## config.mk

```make
export PLATFORM = sky130hd
export DESIGN_NAME = fp_result_normalizer
export DESIGN_NICKNAME = d
export VERILOG_FILES = /design/src/rtl/fp_result_normalizer.sv
export SDC_FILE = /design/constraint.sdc
export NUM_CORES = 1
export LEC_CHECK = 0
export ABC_AREA = 1
export BUFFER_PORTS_ARGS = -buffer_cell sky130_fd_sc_hd__clkbuf_2
export CAP_MARGIN = 10
export CORE_MARGIN = 2
export CORE_UTILIZATION = 35
export CTS_CLUSTER_DIAMETER = 50
export DETAILED_ROUTE_END_ITERATION = 6
export PLACE_DENSITY = 0.59
export REMOVE_ABC_BUFFERS = 1
export SLEW_MARGIN = 20
export SYNTH_ARGS = -nofsm -noshare
export SYNTH_HDL_FRONTEND = slang
export SYNTH_SLANG_ARGS = --single-unit
```

## constraint.sdc

```tcl
create_clock -name clk -period 2.1 [get_ports clk]
set_input_delay 0.42 -clock clk [delete_from_list [all_inputs] [get_ports clk]]
set_output_delay 0.42 -clock clk [all_outputs]
set_load 0.005 [all_outputs]
```

## src/rtl/fp_result_normalizer.sv

```systemverilog
// Back end of the binary32 adder: normalizes the raw 25-bit mantissa sum one
// bit per cycle, then packs sign/exponent/fraction with truncation rounding.
module fp_result_normalizer #(
   parameter int MANT_W = 24,
   parameter int EXP_W  = 8
) (
   input  logic                    clk,
   input  logic                    rst_n,
   input  logic                    in_valid,
   output logic                    in_ready,
   input  logic                    in_sign,
   input  logic [EXP_W-1:0]        in_exp,
   input  logic [MANT_W:0]         in_sum,
   output logic                    out_valid,
   input  logic                    out_ready,
   output logic [EXP_W+MANT_W-1:0] out_result,
   output logic                    out_overflow,
   output logic                    out_zero,
   output logic                    busy
);

   localparam logic [1:0] IDLE = 2'd0;
   localparam logic [1:0] NORM = 2'd1;
   localparam logic [1:0] DONE = 2'd2;

   localparam logic [EXP_W:0] E_ONE = {{EXP_W{1'b0}}, 1'b1};
   localparam logic [EXP_W:0] E_MAX = {1'b0, {EXP_W{1'b1}}};

   logic [1:0]      state;
   logic            s;
   logic [MANT_W:0] m;
   logic [EXP_W:0]  e;

   always_ff @(posedge clk or negedge rst_n) begin
      if (!rst_n) begin
         state        <= IDLE;
         s            <= 1'b0;
         m            <= '0;
         e            <= '0;
         out_result   <= '0;
         out_overflow <= 1'b0;
         out_zero     <= 1'b0;
      end else begin
         case (state)
            IDLE: begin
               if (in_valid) begin
                  s            <= in_sign;
                  m            <= in_sum;
                  // subnormal inputs carry exponent 0 but scale like exponent 1
                  e            <= (in_exp == '0) ? E_ONE : {1'b0, in_exp};
                  out_overflow <= 1'b0;
                  out_zero     <= 1'b0;
                  state        <= NORM;
               end
            end
            NORM: begin
               if (m == '0) begin
                  out_result <= '0;
                  out_zero   <= 1'b1;
                  state      <= DONE;
               end else if (m[MANT_W]) begin
                  m <= m >> 1;
                  e <= e + E_ONE;
               end else if (e >= E_MAX) begin
                  out_result   <= {s, {EXP_W{1'b1}}, {(MANT_W-1){1'b0}}};
                  out_overflow <= 1'b1;
                  state        <= DONE;
               end else if (m[MANT_W-1]) begin
                  out_result <= {s, e[EXP_W-1:0], m[MANT_W-2:0]};
                  state      <= DONE;
               end else if (e == E_ONE) begin
                  out_result <= {s, {EXP_W{1'b0}}, m[MANT_W-2:0]};
                  state      <= DONE;
               end else begin
                  m <= m << 1;
                  e <= e - E_ONE;
               end
            end
            DONE: begin
               if (out_ready) state <= IDLE;
            end
            default: state <= IDLE;
         endcase
      end
   end

   assign in_ready  = (state == IDLE);
   assign out_valid = (state == DONE);
   assign busy      = (state != IDLE);

endmodule

```

* After elaboration in Yosys (flattened, before gate mapping)
Cells that the tools add are included.
** Cells by class
- Add/sub/neg operators :: 2
- Order comparisons :: 1
- Eq/ne operators :: 15
- Multiplexer cells :: 35
- Reductions and logical operators :: 14
** Operators by type and width (count)
- 32-bit two-way mux :: 5
- 24-bit two-way mux :: 4
- 9-bit two-way mux :: 6
- 25-bit two-way mux :: 2
- 25-bit one-hot mux with 2 select lines :: 1
- 25-bit zero test :: 1
- 9-bit one-hot mux with 2 select lines :: 1
- 2-bit two-way mux :: 7
- 3-bit != test, second input constant :: 4
- 2-bit != test, second input constant :: 5
- 9-bit by 1-bit adder with 9-bit output, second input constant :: 1
- 9-bit by 1-bit == test with 1-bit output, second input constant :: 1
- 9-bit by 8-bit >= comparator with 1-bit output, second input constant :: 1
- 3-bit AND reduction :: 3
- 9-bit by 1-bit subtractor with 9-bit output, second input constant :: 1
- 8-bit zero test :: 1
- 8-bit two-way mux :: 1
- 4-bit AND reduction :: 2
- 2-bit one-hot mux with 3 select lines :: 1
- 6-bit AND reduction :: 1
- 1-bit two-way mux :: 5
- 5-bit != test, second input constant :: 1
- 5-bit AND reduction :: 1
- 2-bit by 1-bit != test with 1-bit output, second input constant :: 2
- other kinds (7) :: 9
** Storage, ports and cells
- Register bits :: 71
- Output and inout bits :: 37
- Logic and storage cells :: 76

* Depth between registers and ports, before layout
Gate-level depths: netlist (run 1).
- Depth after elaboration :: 7
- Depth in mapped cells :: 14

* Worst setup path before layout (run 1)
OpenSTA, ideal clock, no wires.
- Path type :: reg2reg
- Start point :: reg e[0]
- End point :: reg out_result[10]
- Arrival time :: 1.807 ns
- Data required time :: 1.983 ns
- Slack :: 0.175 ns
- Cell stages (with the launch flop) :: 14
- Cell sequence :: dfrtp_1 > ha_1 > nand2_1 > nor2_1 > and3_1 > ha_1 > nor2_1 > nand2_2 > nor2_4 > nand2_2 > nand2_4 > buf_6 > buf_6 > o21ai_2
** Between the ends
- Cells in the longest elaborated chain, start to end :: 4
- Elaborated cells on any way between the ends :: 7
- Those cells by class :: 1 x order compare; 1 x eq/ne; 3 x mux; 2 x reduce/logical
** Ends and longest elaborated chain
- start: declaration :: line 32 : logic [EXP_W:0] e;
- start signal: assignment :: line 50 : e <= (in_exp == '0) ? E_ONE : {1'b0, in_exp};
- start signal: assignment :: line 63 : e <= e + E_ONE;
- start signal: assignment :: line 76 : e <= e - E_ONE;
- 9-bit by 8-bit >= comparator with 1-bit output :: line 64 : end else if (e >= E_MAX) begin
- 32-bit two-way mux :: line 64
- 32-bit two-way mux :: line 61 : end else if (m[MANT_W]) begin
- 32-bit two-way mux :: line 57 : if (m == '0) begin
- end signal: assignment :: line 65 : out_result <= {s, {EXP_W{1'b1}}, {(MANT_W-1){1'b0}}};
- end signal: assignment :: line 69 : out_result <= {s, e[EXP_W-1:0], m[MANT_W-2:0]};
- end signal: assignment :: line 72 : out_result <= {s, {EXP_W{1'b0}}, m[MANT_W-2:0]};
- end: declaration :: line 16 : output logic [EXP_W+MANT_W-1:0] out_result,
Parallel ways exist; a longest one is shown, timed or not. The select of a mux whose other input is x is not followed.
A chain may end at the register's enable or synchronous reset.

* Worst setup path in the final report (run 1)
- Start point :: reg e[1]
- End point :: reg m[17]
** Between the ends
- Cells in the longest elaborated chain, start to end :: 3
- Elaborated cells on any way between the ends :: 5
- Those cells by class :: 1 x order compare; 3 x eq/ne; 1 x reduce/logical
** Ends and longest elaborated chain
- 9-bit by 8-bit >= comparator with 1-bit output or 9-bit by 1-bit == test with 1-bit output (tied branches) :: line 64, 71
- 3-bit != test (no source line)
- 6-bit AND reduction (no source line) (*)
- end signal: assignment :: line 48 : m <= in_sum;
- end signal: assignment :: line 62 : m <= m >> 1;
- end signal: assignment :: line 75 : m <= m << 1;
- end: declaration :: line 31 : logic [MANT_W:0] m;
Every way passes the cells marked *; elsewhere a longest branch is shown, timed or not.

==> results.yml, run 1 <==
synthesis:
  synth.most_common_cell: "nand2_1"
  seq_area_frac_synth_pct: 43.6
  synthTopCellsByArea: "dfrtp_1 44%, nand2_1 25%, nand3_1 8.2%"
  synth_cell_type_count: 29
  synth-edff-count: 0
  ys_top_cells_by_count: "270 x nand2_1, 71 x dfrtp_1, 67 x nand3_1"
  synth_top_area_share_pct: 43.6
  synth_area_per_cell_um2: 7.11
  yosysWarningCount: 0
  synth_ff_type: "dfrtp_1"
  ys_seq_elements: 71
  synth_cells: 573
  async_flop_share_pct: 100
  syn_area_mm2: 0.00407
  synth_area_leader_cell: "dfrtp_1"
routing:
  drt_iter0_markers: 254
  wl_mm: 11.2
  remaining_drc_errors: 0
  drtAntennaViolNets: 0
  viasPerCell: 4.87
  first_pass_iters: 4
  route.detailed.wl_per_inst_um: 13.9
  via_count: 3932
timing:
  hold_ws_ns: 0.0575
  hold_viol: 0
  layout_setup_ws_ns: 0.0360
  rsz0062_at_grt: "yes"
  skew_ns: 0.00685
  slew_headroom_pct: 64.8
  period_share_pct: 98.3
  finalSetupViolCount: 0
  period_minus_slack_ns: 2.06
  max_freq_ghz: 0.484
  tightestPinTransition_ns: 0.529
  final_max_slew_viol_count: 0
critical_path:
  cp-end-kind: "flop"
  worstSetupPathType: "flop to flop"
  worstSetupStartpointType: "flop"
  crit_fanout: 6
  crit_required_ns: 2.33
  ff2ff_path_depth: 14
  cp.arrival_ns: 2.29
placed_design:
  hpwl_mm: 7.65
  port_buffers: 74
  gp_congestion: 0.842
  pre_cts_ws_ns: 0.00845
floorplanning:
  dieWidth_um: 112
  start_util_pct: 35.8
  die_area_mm2: 0.0125
  dieHeight_um: 112
  num_rows: 39
  core_mm2: 0.0114
  io_pins: 75
power_and_ir_drop:
  power.leakage_nw: 2.83
  ir_worst_vdd_v: 0.000663
  power_density_mw_per_mm2: 1690
global_routing:
  antenna_found_initial: 0
  grt_pass1_vias: 3875
  grt_pass1_wl_mm: 18.4
  gr-usage-all-layers_pct: 18.1
  grt.overflow.total: 0
  grt_max_degree: 35
cts:
  root_buffer: "clkbuf_16"
  cts_buffers: 9
  cts_tree: "yes"
  htreeDepth: 3
  clock_latency_ns: 0.34
  cts_sinks: 71
  cts.clk_slew.worst_paths_ns: 0.06
  clk_path_buf_depth: 2
cells_and_area:
  layout.nets: 701
  n_antenna_cell: 0
  drive_gt1_share_pct: 30.0
  area_delta_synth_final_pct: 30.7
  fillers: 1137
run:
  timing.max_cap.violations: 0
worst_hold_path:
  hold_path.class: "primary input to async pin"
run_status:
  status: "completed"
## flip-flops by register name, summed over array words and instances, names as in the netlist
name / count
out_result: 32
state: 2
out_zero: 1
s: 1
m: 25
e: 9
out_overflow: 1
## placed cells by master (no fill, tap or decap), types with 2 or more instances in the layout
cell	synthesis	layout
inv_2	6	6
dfrtp_1	71	71
buf_4	2	19
nand4_1	3	3
buf_12	0	7
clkbuf_8	0	2
nand3_1	67	67
clkbuf_16	0	12
nor2_1	27	25
nand2_1	270	238
inv_1	26	26
bufinv_16	0	3
o21ai_2	23	23
nand2_2	8	34
clkbuf_2	1	73
o21ai_1	7	7
ha_1	4	2
a21oi_1	4	4
nor2_4	1	2
nand2_4	1	6
nor2_2	1	2
o21ai_0	18	18
## layer usage
metal,up-vias,track usage [%],part of all wire (%)
met4,0,8.97,2.1
met2,105,28.0,49
met1,1826,24.3,45
met5,-,0,0
li1,1983,-,-
met3,18,3.54,4.8
## cell families after synthesis
| family | after synthesis | share of synthesized area (%) |
|---|---|---|
| fa+ha+maj | 4 | 1.23 |
| simple gates | 382 | 38.7 |
| compound gates | 54 | 8.88 |
| flops | 71 | 43.6 |
| buf+inv | 62 | 7.56 |
## through the flow
step	utilization, %	std cells	power [mW]	TNS (ns)	instance area [um2]
floorplan	-	543	4.91	-23.31	3880
global placement	41.3	783	6.47	0	4690
detailed placement	41.3	783	6.55	0	4690
CTS	44.7	801	8.45	0	5080
global route	46.8	807	9.74	-1.20	5320
finish	46.8	807	8.99	0	5320
## report_power, final
group | total [mW] | switching (mW) | leakage [nW] | internal [mW]
logic | 4.68 | 2.80 | 1.74 | 1.89
clock network | 1.81 | 0.589 | 0.176 | 1.22
registers | 2.49 | 0.553 | 0.914 | 1.94
## area by class of cell
| class | instances | area [um2] | share of cell area (%) |
|---|---|---|---|
| flip-flops and latches | 71 | 1780 | 33.4 |
| well taps | 143 | 179 | 3.36 |
| inverters | 32 | 120 | 2.26 |
| multi-input cells | 440 | 2140 | 40.1 |
| clock buffers | 11 | 253 | 4.75 |
| repair buffers | 105 | 754 | 14.2 |
| clock inverters | 5 | 104 | 1.95 |
## critical path, stage by stage (launching register included)
cell	delay [ns]
dfrtp_1	0.40
ha_2	0.20
nand2_2	0.06
nor2_2	0.04
and3_4	0.17
ha_4	0.16
nor2_4	0.11
nand2_4	0.06
nor2_4	0.12
nand2_2	0.08
nand2_4	0.15
nand2_8	0.11
clkbuf_16	0.20
nand2_2	0.05
nand2_1	0.05
## path summary, 6_finish.rpt
check                               startpoint        endpoint  slack [ns]
worst max-delay path                      e[1]           m[17]        0.04
worst min-delay path                     rst_n            m[6]        0.06
worst max register to register            e[1]           m[17]        0.04
worst min register to register  out_result[12]  out_result[12]        0.48
max in group asynchronous                rst_n            e[4]        1.50
min in group clk                     out_ready        state[1]        0.27
## repair_timing
action                     in CTS  in global routing
resized for setup               0                 48
gates cloned                    0                  4
buffers inserted                2                  3
hold endpoints to repair        0                  0
pin swaps                       1                 12
setup endpoints to repair       2                 63
hold buffers                    0                  0
Note: power is estimated with default switching activity, not from simulation.
==> run 2: changes to the inputs <==
==> constraint.sdc (replaced) <==
create_clock -name clk -period 2.1 [get_ports clk]
set_input_delay 0.105 -clock clk [delete_from_list [all_inputs] [get_ports clk]]
set_output_delay 0.105 -clock clk [all_outputs]
set_load 0.005 [all_outputs]
==> run 2 against run 1 <==
  * Non-clock buffer count rose by 8
  * Critical path depth did not move
  * Clock power fell by 4%
  * Global-route usage fell by 0.47 points
  * Combinational power fell by 3%
  * Worst setup slack improved by 0.029 ns
  * First-iteration DRC count fell by 22%
  * Clock skew rose by 0.0031 ns
  * Cell area fell by 0.61%
  * Routed wire length rose by 0.99%
  * Total power fell by 2.6%
==> results.yml, run 2 (synthesized netlist as in run 1, its figures left out) <==
cts:
  clk_path_buf_depth: 2
  cts_tree: "yes"
  root_buffer: "clkbuf_16"
  clock_latency_ns: 0.34
  cts_buffers: 9
  cts_sinks: 71
  cts.clk_slew.worst_paths_ns: 0.06
  htreeDepth: 3
critical_path:
  cp_num_buf_inv: 1
  ff2ff_path_depth: 14
  r2r_end: "m[3]"
  r2r_slack_ns: 0.06
  crit_fanout: 6
  crit_family: "simple AND/OR/NAND/NOR gates"
  crit_required_ns: 2.33
  r2r-start: "e[1]"
  cp.arrival_ns: 2.26
  worstSetupStartpointType: "flop"
  path_cells: "ha_2 -> nand2_2 -> nor2_2 -> and3_4 -> ha_4 -> nor2_4 -> nand2_4 -> nor2_4 -> nand2_2 -> nand2_4 -> nand2_8 -> clkbuf_16 -> nand2_2 -> nand2_1"
  crit_path_frequent_cell: "nand2_2"
  worstSetupPathType: "flop to flop"
  critPathMaxStageDelay_ns: 0.39
  cp-end-kind: "flop"
  critPathSlowestCell: "dfrtp_1"
placed_design:
  gp_congestion: 0.847
  placed_cell_area_mm2: 0.00468
  port_buffers: 74
  hpwl_mm: 7.59
routing:
  drtAntennaViolNets: 0
  first_pass_iters: 6
  remaining_drc_errors: 0
  via_count: 4001
  wl_mm: 11.3
  viasPerCell: 4.91
  route.detailed.wl_per_inst_um: 13.9
  drt_iter0_markers: 197
cells_and_area:
  layout.cells.most_common: "nand2_1"
  layout.nets: 709
  regMostFlops: "out_result"
  final_cell_mix: "259 x nand2_1, 73 x clkbuf_2, 71 x dfrtp_1, 67 x nand3_1"
  n_antenna_cell: 0
  drive_gt1_share_pct: 26.9
  reg_top3: "out_result x32, m x25, e x9"
  largest_reg_flops: 32
  design_area_mm2: 0.00529
  area_delta_synth_final_pct: 29.9
  fillers: 1137
worst_hold_path:
  hold_start: "in_sum[9]"
  whs_path_depth: 5
  hold_path.class: "primary input to flop"
  hold_path_end: "m[9]"
timing:
  hold_viol: 0
  period_minus_slack_ns: 2.04
  slew_headroom_pct: 54.5
  final_max_slew_viol_count: 0
  skew_ns: 0.00992
  finalSetupViolCount: 0
  max_freq_ghz: 0.491
  tightestPinTransition_ns: 0.682
  period_share_pct: 96.9
global_routing:
  gr-usage-all-layers_pct: 17.6
  grt.overflow.total: 0
  grt_pass1_vias: 3808
  antenna_found_initial: 0
  grt_max_degree: 35
  grt_pass1_wl_mm: 17.9
run_status:
  status: "completed"
floorplanning:
  io_pins: 75
  start_util_pct: 35.8
  num_rows: 39
  core_mm2: 0.0114
  die_area_mm2: 0.0125
  dieHeight_um: 112
  dieWidth_um: 112
power_and_ir_drop:
  power_density_mw_per_mm2: 1660
  power.leakage_nw: 2.82
  p_total_mw: 8.76
  ir_worst_vdd_v: 0.000552
run:
  timing.max_cap.violations: 0
-- run 2: metal layers --
layer	part of all wire (%)	up-vias	global-route usage [%]
li1	-	2011	-
met1	45	1846	23.3
met2	48	122	28.0
met3	5.3	22	2.29
met4	2.3	0	9.79
met5	0	-	0
-- run 2: power by group --
group / internal (mW) / switching (mW) / leakage (nW)
clock network: 1.16 / 0.577 / 0.160
registers: 1.94 / 0.523 / 0.914
logic: 1.83 / 2.72 / 1.74
-- run 2: area by class of cell --
type,count,area (um2),share of cell area (%)
inverters,32,120,2.27
clock inverters,5,106,2.01
well taps,143,179,3.38
multi-input cells,440,2060,39.0
repair buffers,113,812,15.4
clock buffers,11,233,4.40
flip-flops and latches,71,1780,33.6
-- run 2: worst max-delay path by stage --
stage,from,to,cells past startpoint
final,e[1],m[3],14
after global routing,e[1],m[10],14
after CTS,e[0],m[0],14
after detailed placement,e[0],m[0],14
after global placement,e[0],e[7],14
after floorplan,state[1],e[7],9
-- run 2: per-stage QoR --
step | instances | TNS, ns | utilization (%) | hold slack (ns) | setup slack [ns]
2_1_floorplan | 543 | -23.31 | - | -0.191 | -0.527
4_1_cts | 803 | 0 | 44.5 | 0.0766 | 0.0145
3_3_place_gp | 783 | 0 | 41.2 | 0.173 | 0.0883
3_5_place_dp | 783 | 0 | 41.2 | 0.178 | 0.0424
6_report | 815 | 0 | 46.5 | 0.0842 | 0.0645
5_1_grt | 815 | -0.164 | 46.5 | 0.103 | -0.0160
-- run 2: worst register-to-register path, cell delays in order, from the launching register on --
cell and delay [ns]:
dfrtp_1 0.39, ha_2 0.20, nand2_2 0.06, nor2_2 0.04, and3_4 0.17, ha_4 0.16
nor2_4 0.11, nand2_4 0.07, nor2_4 0.12, nand2_2 0.08, nand2_4 0.16, nand2_8 0.10
clkbuf_16 0.19, nand2_2 0.05, nand2_1 0.05
-- run 2: timing repair --
item | in CTS | in global routing
hold endpoints to repair | 27 | 0
setup endpoints to repair | 0 | 59
gates resized for setup | 0 | 24
buffers inserted | 0 | 8
hold buffers | 4 | 0
